===== src/rtl/load_use_hazard_scoreboard.sv =====
// Load-use hazard scoreboard: per-register load latency tracking,
// stall/flush arbitration and a saturating stall-cycle counter.
module load_use_hazard_scoreboard #(
    parameter int REG_ADDR_W   = 4,
    parameter int NUM_SRC      = 2,
    parameter int LOAD_LATENCY = 2,
    parameter int ZERO_REG_EN  = 1,
    parameter int STALL_CNT_W  = 16
) (
    input  logic                          clk,
    input  logic                          rst_n,
    input  logic [NUM_SRC*REG_ADDR_W-1:0] rs_decode,
    input  logic [NUM_SRC-1:0]            rs_valid_decode,
    input  logic [REG_ADDR_W-1:0]         rd_execute,
    input  logic                          reg_write_execute,
    input  logic                          mem_read_execute,
    input  logic                          branch_taken_execute,
    input  logic                          stall_count_clr,
    output logic                          stall_decode,
    output logic                          bubble_execute,
    output logic                          flush_fetch_decode,
    output logic [2**REG_ADDR_W-1:0]      pending_mask,
    output logic [STALL_CNT_W-1:0]        stall_count
);
    localparam int NREG = 2**REG_ADDR_W;
    localparam int CW   = (LOAD_LATENCY > 1) ? $clog2(LOAD_LATENCY) : 1;
    localparam logic [CW-1:0] RELOAD = CW'(LOAD_LATENCY - 1);

    logic [CW-1:0]         cnt_q [NREG];
    logic [CW-1:0]         cnt_d [NREG];
    logic [NREG-1:0]       mask_d;
    logic                  zero_rd;
    logic                  issue;
    logic                  hazard;
    logic [REG_ADDR_W-1:0] rs;

    assign zero_rd = (ZERO_REG_EN != 0) && (rd_execute == '0);
    assign issue   = mem_read_execute & reg_write_execute & ~zero_rd;

    // A fresh issue overrides any residual count for the same register.
    always_comb begin
        mask_d = '0;
        for (int r = 0; r < NREG; r++) begin
            if (issue && rd_execute == REG_ADDR_W'(r))
                cnt_d[r] = RELOAD;
            else if (cnt_q[r] != '0)
                cnt_d[r] = cnt_q[r] - 1'b1;
            else
                cnt_d[r] = '0;
            mask_d[r] = (cnt_d[r] != '0);
        end
    end

    always_comb begin
        hazard = 1'b0;
        rs     = '0;
        for (int i = 0; i < NUM_SRC; i++) begin
            rs = rs_decode[i*REG_ADDR_W +: REG_ADDR_W];
            if (rs_valid_decode[i]
                && !((ZERO_REG_EN != 0) && rs == '0)
                && ((issue && rs == rd_execute) || cnt_q[rs] != '0))
                hazard = 1'b1;
        end
    end

    // Flush wins: the stalled consumer is squashed anyway.
    assign flush_fetch_decode = branch_taken_execute;
    assign stall_decode       = hazard & ~branch_taken_execute;
    assign bubble_execute     = hazard & ~branch_taken_execute;

    always_ff @(posedge clk or negedge rst_n) begin
        if (!rst_n) begin
            for (int r = 0; r < NREG; r++)
                cnt_q[r] <= '0;
            pending_mask <= '0;
        end else begin
            for (int r = 0; r < NREG; r++)
                cnt_q[r] <= cnt_d[r];
            pending_mask <= mask_d;
        end
    end

    always_ff @(posedge clk or negedge rst_n) begin
        if (!rst_n)
            stall_count <= '0;
        else if (stall_count_clr)
            stall_count <= '0;
        else if (stall_decode && !(&stall_count))
            stall_count <= stall_count + 1'b1;
    end
endmodule


===== config.mk =====
export PLATFORM = sky130hd
export DESIGN_NAME = load_use_hazard_scoreboard
export DESIGN_NICKNAME = d
export VERILOG_FILES = /design/src/rtl/load_use_hazard_scoreboard.sv
export SDC_FILE = /design/constraint.sdc
export NUM_CORES = 1
export LEC_CHECK = 0
export ABC_CLOCK_PERIOD_IN_PS = 3860
export CORE_ASPECT_RATIO = 1.2
export CORE_UTILIZATION = 35
export DETAILED_ROUTE_END_ITERATION = 8
export MAX_ROUTING_LAYER = met4
export SYNTH_ARGS = -nofsm -noshare
export SYNTH_HDL_FRONTEND = slang
export SYNTH_SLANG_ARGS = --single-unit

===== constraint.sdc =====
create_clock -name clk -period 3.86 [get_ports clk]
set_clock_uncertainty 0.15 [all_clocks]
set_input_delay 0.772 -clock clk [delete_from_list [all_inputs] [get_ports clk]]
set_output_delay 0.772 -clock clk [all_outputs]
set_load 0.03 [all_outputs]

==> out/metrics.csv, run 1 <==
metric,value,unit
dr_total_vias,1776,
path_clk_slew,0.06,ns
critPathCaptureType,output port,
die_h,84.5,um
min_period,3.74,ns
initial_core_util,36.9,%
setup_viol,0,
reg2reg_depth,9,
grt_usage,18.2,%
whs_endpoint,stall_count[1]$_DFFE_PN0P_,
drt-vias-per-instance,5.25,
crit_type,in -> out,
postSynthCellCount,205,
peakVddDrop,115,uV
status,"complete, but fails checks",
yosysWarnings,0,
ys_seq_elements,32,
stdcell_count,338,
cts_buffers,5,
holdCritStartpoint,stall_count[1]$_DFFE_PN0P_,
dieArea,5970,um^2
tritoncts,yes,
yosysMostFrequentCell,dfrtp_1,
io_buffers,54,
critPathMaxFanout,3,
seqCellArea,801,um^2
rrSetupSlack,0.88,ns
cpMaxStageDelayCell,or4_1,
drv_slew,0,
grt_max_degree,33,
ant_nets,0,
finalNetCount,297,
htreeDepth,2,
syn_nets,226,
dr.first_iter.drc_count,76,
cp.required,2.94,ns
ys_seq_area_share,40.4,%
wl,5270,um
pin_count,55,
grt_pass1_wl,8160,um
p_per_area,256,nW/um^2
cp_slowest_stage_delay,0.51,ns
finalHoldViolations,0,
clock_latency,0.28,ns
synth-edff-count,0,
setup-tns-final,0,ns
fin_crit_sh,97.0,%
clkSinkCount,32,
core-area,5370,um^2
syn2layout_area_growth,41.3,%
drive_gt1_share,19.2,%
p_total,0.718,mW
synthTopCellsByArea,"dfrtp_1 (40%), nor2_1 (5.3%), mux2_2 (4.5%)",
hold_class,reg -> reg,
rows,29,
synth-main-ff-cell,dfrtp_1,
synthTopCellsByCount,"dfrtp_1 (32), nor2_1 (28), nand3_1 (11)",
netlist_area,1980,um^2
grt.overflow.total,0,
worst_pin_slew,0.756,ns
cts-root-buf,clkbuf_8,
hpwl,3950,um
yosysTopAreaCell,dfrtp_1,
cts_setup_buffers,0,
drv_cap,0,
async_reset_ff_share,100,%
drtPass1Iterations,6,
p_leak,1.13,nW
synth_top_area_share,40.4,%
dp_cells,331,
whs_path_depth,2,
gp_congestion,0.868,
violations,DRC,
rr_startpoint,stall_count[0]$_DFFE_PN0P_,
relSlewSlack,49.2,%
diodes,0,
wl_per_cell,15.6,um
drc,10,
arrival,2.82,ns
grt_pass1_vias,1716,
cp-start-kind,primary input,
grt_antenna_before_repair,0,
clock.fmax,0.267,GHz
n_fill_cell,526,
multi_input_area,1100,um^2
ys_types,49,
syn_area_per_cell,9.67,um^2
die_w,70.7,um
r2r-end,stall_count[5]$_DFFE_PN0P_,
clk_path_buf_depth,2,
path_cells,"clkdlybuf4s50_1, or4_1, nand3_1, buf_4, a2111oi_4, a311oi_2, and2_1, nor2_1, clkbuf_4",
==> routing by layer <==
layer	GRT usage, %	part of all wire (%)	vias up
met1	21.0	42	846
met2	30.9	52	47
met4	6.55	1.9	0
li1	-	-	875
met5	-	0	-
met3	3.96	3.9	8
==> cell families (layout without fill, tap and decap cells) <==
group	after synthesis	after routing	share of synthesized area, %
adders and majority gates	1	1	0.631
and+or+nand+nor	94	94	24.9
other	1	1	0.189
DFF	32	32	40.4
muxes	16	16	10.9
buffers and inverters	21	92	5.61
AOI/OAI and AO/OA	32	32	13.9
xor gates and xnor gates	8	8	3.53
==> where the power goes <==
part | total, mW | internal (mW) | switching (mW) | leakage [nW]
clock | 0.243 | 0.122 | 0.121 | 0.0410
sequential | 0.341 | 0.338 | 0.00292 | 0.444
combinational | 0.133 | 0.0631 | 0.0699 | 0.646
==> worst max-delay path by stage <==
| stage | start | end | slack [ns] | cells past startpoint |
|---|---|---|---|---|
| after global placement | rs_decode[0] | bubble_execute | -0.38 | 8 |
| after detailed placement | rs_decode[0] | stall_decode | -0.41 | 8 |
| final | rd_execute[0] | stall_decode | 0.12 | 9 |
| after CTS | rd_execute[0] | bubble_execute | 0.01 | 9 |
| after global routing | rd_execute[0] | stall_decode | -0.02 | 8 |
| after floorplan | rs_decode[2] | stall_decode | 0.14 | 9 |
==> timing repair <==
| item | 4_1_cts | 5_1_grt |
|---|---|---|
| pin swaps | 1 | 0 |
| setup endpoints to repair | 2 | 2 |
| hold buffers | 0 | 0 |
| resized for setup | 14 | 5 |
==> per-stage QoR <==
stage	utilization, %	cell area, um^2	setup slack, ns	hold slack (ns)
floorplan	-	1980	0.140	0.326
global placement	50.3	2700	-0.377	0.409
detailed placement	50.3	2700	-0.408	0.418
CTS	51.8	2780	0.00960	0.432
global route	52.2	2800	-0.0191	0.482
finish	52.2	2800	0.116	0.425
==> cells in the final DEF, fill, tap and decap left out, types with 3 or more instances in the layout <==
cell / instances
clkdlybuf4s50_1: 50
dfrtp_1: 32
nor2_1: 27
buf_4: 25
nand3_1: 11
nand2_1: 9
a21oi_1: 9
nor2b_1: 9
mux2_2: 8
nor3_1: 8
xnor2_1: 6
inv_1: 6
clkbuf_8: 5
nand2b_1: 4
nand4_1: 4
mux2i_1: 4
or3_1: 4
and3_1: 4
nor4b_1: 3
a21o_1: 3
==> worst max-delay path: cells and delay by family <==
kind / cells / cell delay [ns]
compound gates: 2 / 0.33
buf+inv: 3 / 0.78
simple gates: 4 / 0.93
==> state kept, by name, summed over array words and instances (netlist names) <==
register,cells
cnt_q,1
pending_mask,15
stall_count,16
==> final cells by class <==
| class | instances | area share (%) |
|---|---|---|
| Multi-Input combinational cell | 152 | 39.4 |
| Sequential cell | 32 | 28.6 |
| Timing Repair Buffer | 79 | 25.7 |
| Tap cell | 62 | 2.77 |
| Clock buffer | 6 | 2.59 |
| Inverter | 6 | 0.804 |
| Clock inverter | 1 | 0.179 |
(Power assumes the default switching activity.)
==> run 2, diff against run 1 <==
ABC_CLOCK_PERIOD_IN_PS = 3400   (was 3860)
CTS_BUF_LIST = sky130_fd_sc_hd__clkbuf_4   (was default)
clock period = 3.4 ns   (was 3.86 ns; I/O delays follow)
==> run 2 against run 1 <==
Compared with the run above: the run still ends with DRC left; sequential power grew 13%; via count grew 3.8%; power grew 7.2%; cell count grew 1.8%; setup slack lost 0.082 ns; core utilization grew 1.8 points; critical path depth shrank 1; count of clock-buffer cells in the layout is the same; worst hold slack gained 0.020 ns; combinational power grew 23%; design area grew 3.4%; highest routed layer unchanged.
==> out/metrics.csv, run 2 (same netlist as run 1, synthesis figures left out) <==
metric,value,unit
critPathCaptureType,output port,
grt_antenna_before_repair,0,
cp_slowest_stage_delay,0.38,ns
relSlewSlack,48.1,%
diodes,0,
place_area,2730,um^2
clock.fmax,0.297,GHz
n_fill_cell,505,
drtPass1Iterations,6,
violations,DRC,
path_cells,"clkdlybuf4s15_1, buf_4, or3_4, a2111oi_4, a311oi_2, and2_4, nor2_4, buf_6",
holdCritStartpoint,stall_count[1]$_DFFE_PN0P_,
setup_viol,0,
pin_count,55,
ctsHoldBuffers,0,
tritoncts,yes,
drc,10,
hpwl,3990,um
status,"complete, but fails checks",
cts-root-buf,clkbuf_4,
dr.first_iter.drc_count,98,
drt-vias-per-instance,5.36,
io_buffers,54,
internal_power,0.548,mW
hold_class,reg -> reg,
dieArea,5970,um^2
multi_input_area,1150,um^2
worst_pin_slew,0.776,ns
finalHoldViolations,0,
core-area,5370,um^2
clock_latency,0.34,ns
cp.required,2.57,ns
grt.overflow.total,0,
dr_total_vias,1844,
initial_core_util,36.9,%
largest-register,stall_count,
setup-tns-final,0,ns
path_clk_slew,0.09,ns
drv_slew,0,
arrival,2.54,ns
min_period,3.37,ns
stdcell_area,2900,um^2
cts_buffers,5,
final_common_cell,clkdlybuf4s50_1,
peakVddDrop,160,uV
worst_slack,0.0338,ns
die_h,84.5,um
grt_usage,19.3,%
place_ws,-0.641,ns
p_leak,1.22,nW
crit_start,rs_decode[0],
biggestRegsByFlops,"stall_count x16, pending_mask x15, cnt_q x1",
wl,5320,um
clkPwrFrac,28.4,%
largest_reg_flops,16,
p_sw_share,28.8,%
drv_cap,0,
final_cell_mix,"clkdlybuf4s50_1 (43), dfrtp_1 (32), buf_4 (29)",
rr_startpoint,pending_mask[8]$_DFF_PN0_,
rrSetupSlack,0.61,ns
finalNetCount,303,
gp_congestion,0.863,
cpMaxStageDelayCell,a2111oi_4,
clk_path_buf_depth,2,
wl_per_cell,15.5,um
die_w,70.7,um
cp-start-kind,primary input,
syn2layout_area_growth,46.1,%
p_total,0.769,mW
clkSinkCount,32,
grt_pass1_wl,8580,um
holdWs,0.445,ns
seqPwrFrac,50.3,%
fin_crit_sh,99.0,%
pwr-share-comb,21.2,%
drive_gt1_share,24.5,%
ant_nets,0,
crit_type,in -> out,
critPathMaxFanout,5,
grt_pass1_vias,1849,
grt_max_degree,33,
power.switching,0.222,mW
p_per_area,266,nW/um^2
seqCellArea,801,um^2
htreeDepth,2,
rows,29,
## run 2: changes by cell type in the layout (fill, tap and decap cells not counted), moves of 4 or more
cell / before / now
clkbuf_4: 2 / 6
buf_4: 25 / 29
dlymetal6s2s_1: 0 / 5
clkdlybuf4s50_1: 50 / 43
clkbuf_8: 5 / 0
buf_6: 0 / 4
## run 2: path summary, 6_finish.rpt
| check | endpoint | cells after the start |
|---|---|---|
| min in group asynchronous | stall_count[8]$_DFFE_PN0P_ | 2 |
| hold / removal | stall_count[1]$_DFFE_PN0P_ | 2 |
| setup reg to reg | stall_count[5]$_DFFE_PN0P_ | 11 |
| setup / recovery | bubble_execute | 8 |
| max in group asynchronous | pending_mask[1]$_DFF_PN0_ | 2 |
| hold reg to reg | stall_count[1]$_DFFE_PN0P_ | 2 |
## run 2: final cells by class
cell class	count	share of cell area, %
multi-input cells	152	39.9
flip-flops and latches	32	27.6
repair buffers	85	27.3
well taps	62	2.68
clock buffers	6	1.55
inverters	6	0.777
clock inverters	1	0.173
## run 2: critical path: cells and delay by family
family	cells	cell delay, ns
simple gates	3	0.71
buf+inv	3	0.58
compound gates	2	0.55
## run 2: power by group through the flow
stage	combinational, mW	clock [mW]	sequential (mW)
2_1_floorplan	0.0688	0	0.401
3_3_place_gp	0.150	0	0.395
3_5_place_dp	0.151	0	0.395
4_1_cts	0.156	0.223	0.387
5_1_grt	0.177	0.237	0.388
6_report	0.163	0.219	0.387
## run 2: per-layer routing
metal	part of all wire [%]	global-route usage, %	up-vias
met4	3.3	10.0	0
met2	52	33.5	65
li1	-	-	889
met3	4.8	3.96	17
met5	0	-	-
met1	40	20.5	873
## run 2: what timing repair did
action,in CTS,in global routing
cloned,0,0
resized for setup,25,16
hold endpoints to repair,0,0
endpoints found under the setup margin,2,4
pin swaps,6,6
buffers inserted,1,2
## run 2: metrics by stage
stage	util, %	instances
floorplan	-	205
global placement	50.7	334
detailed placement	50.7	334
CTS	52.3	342
global route	54.0	344
finish	54.0	344
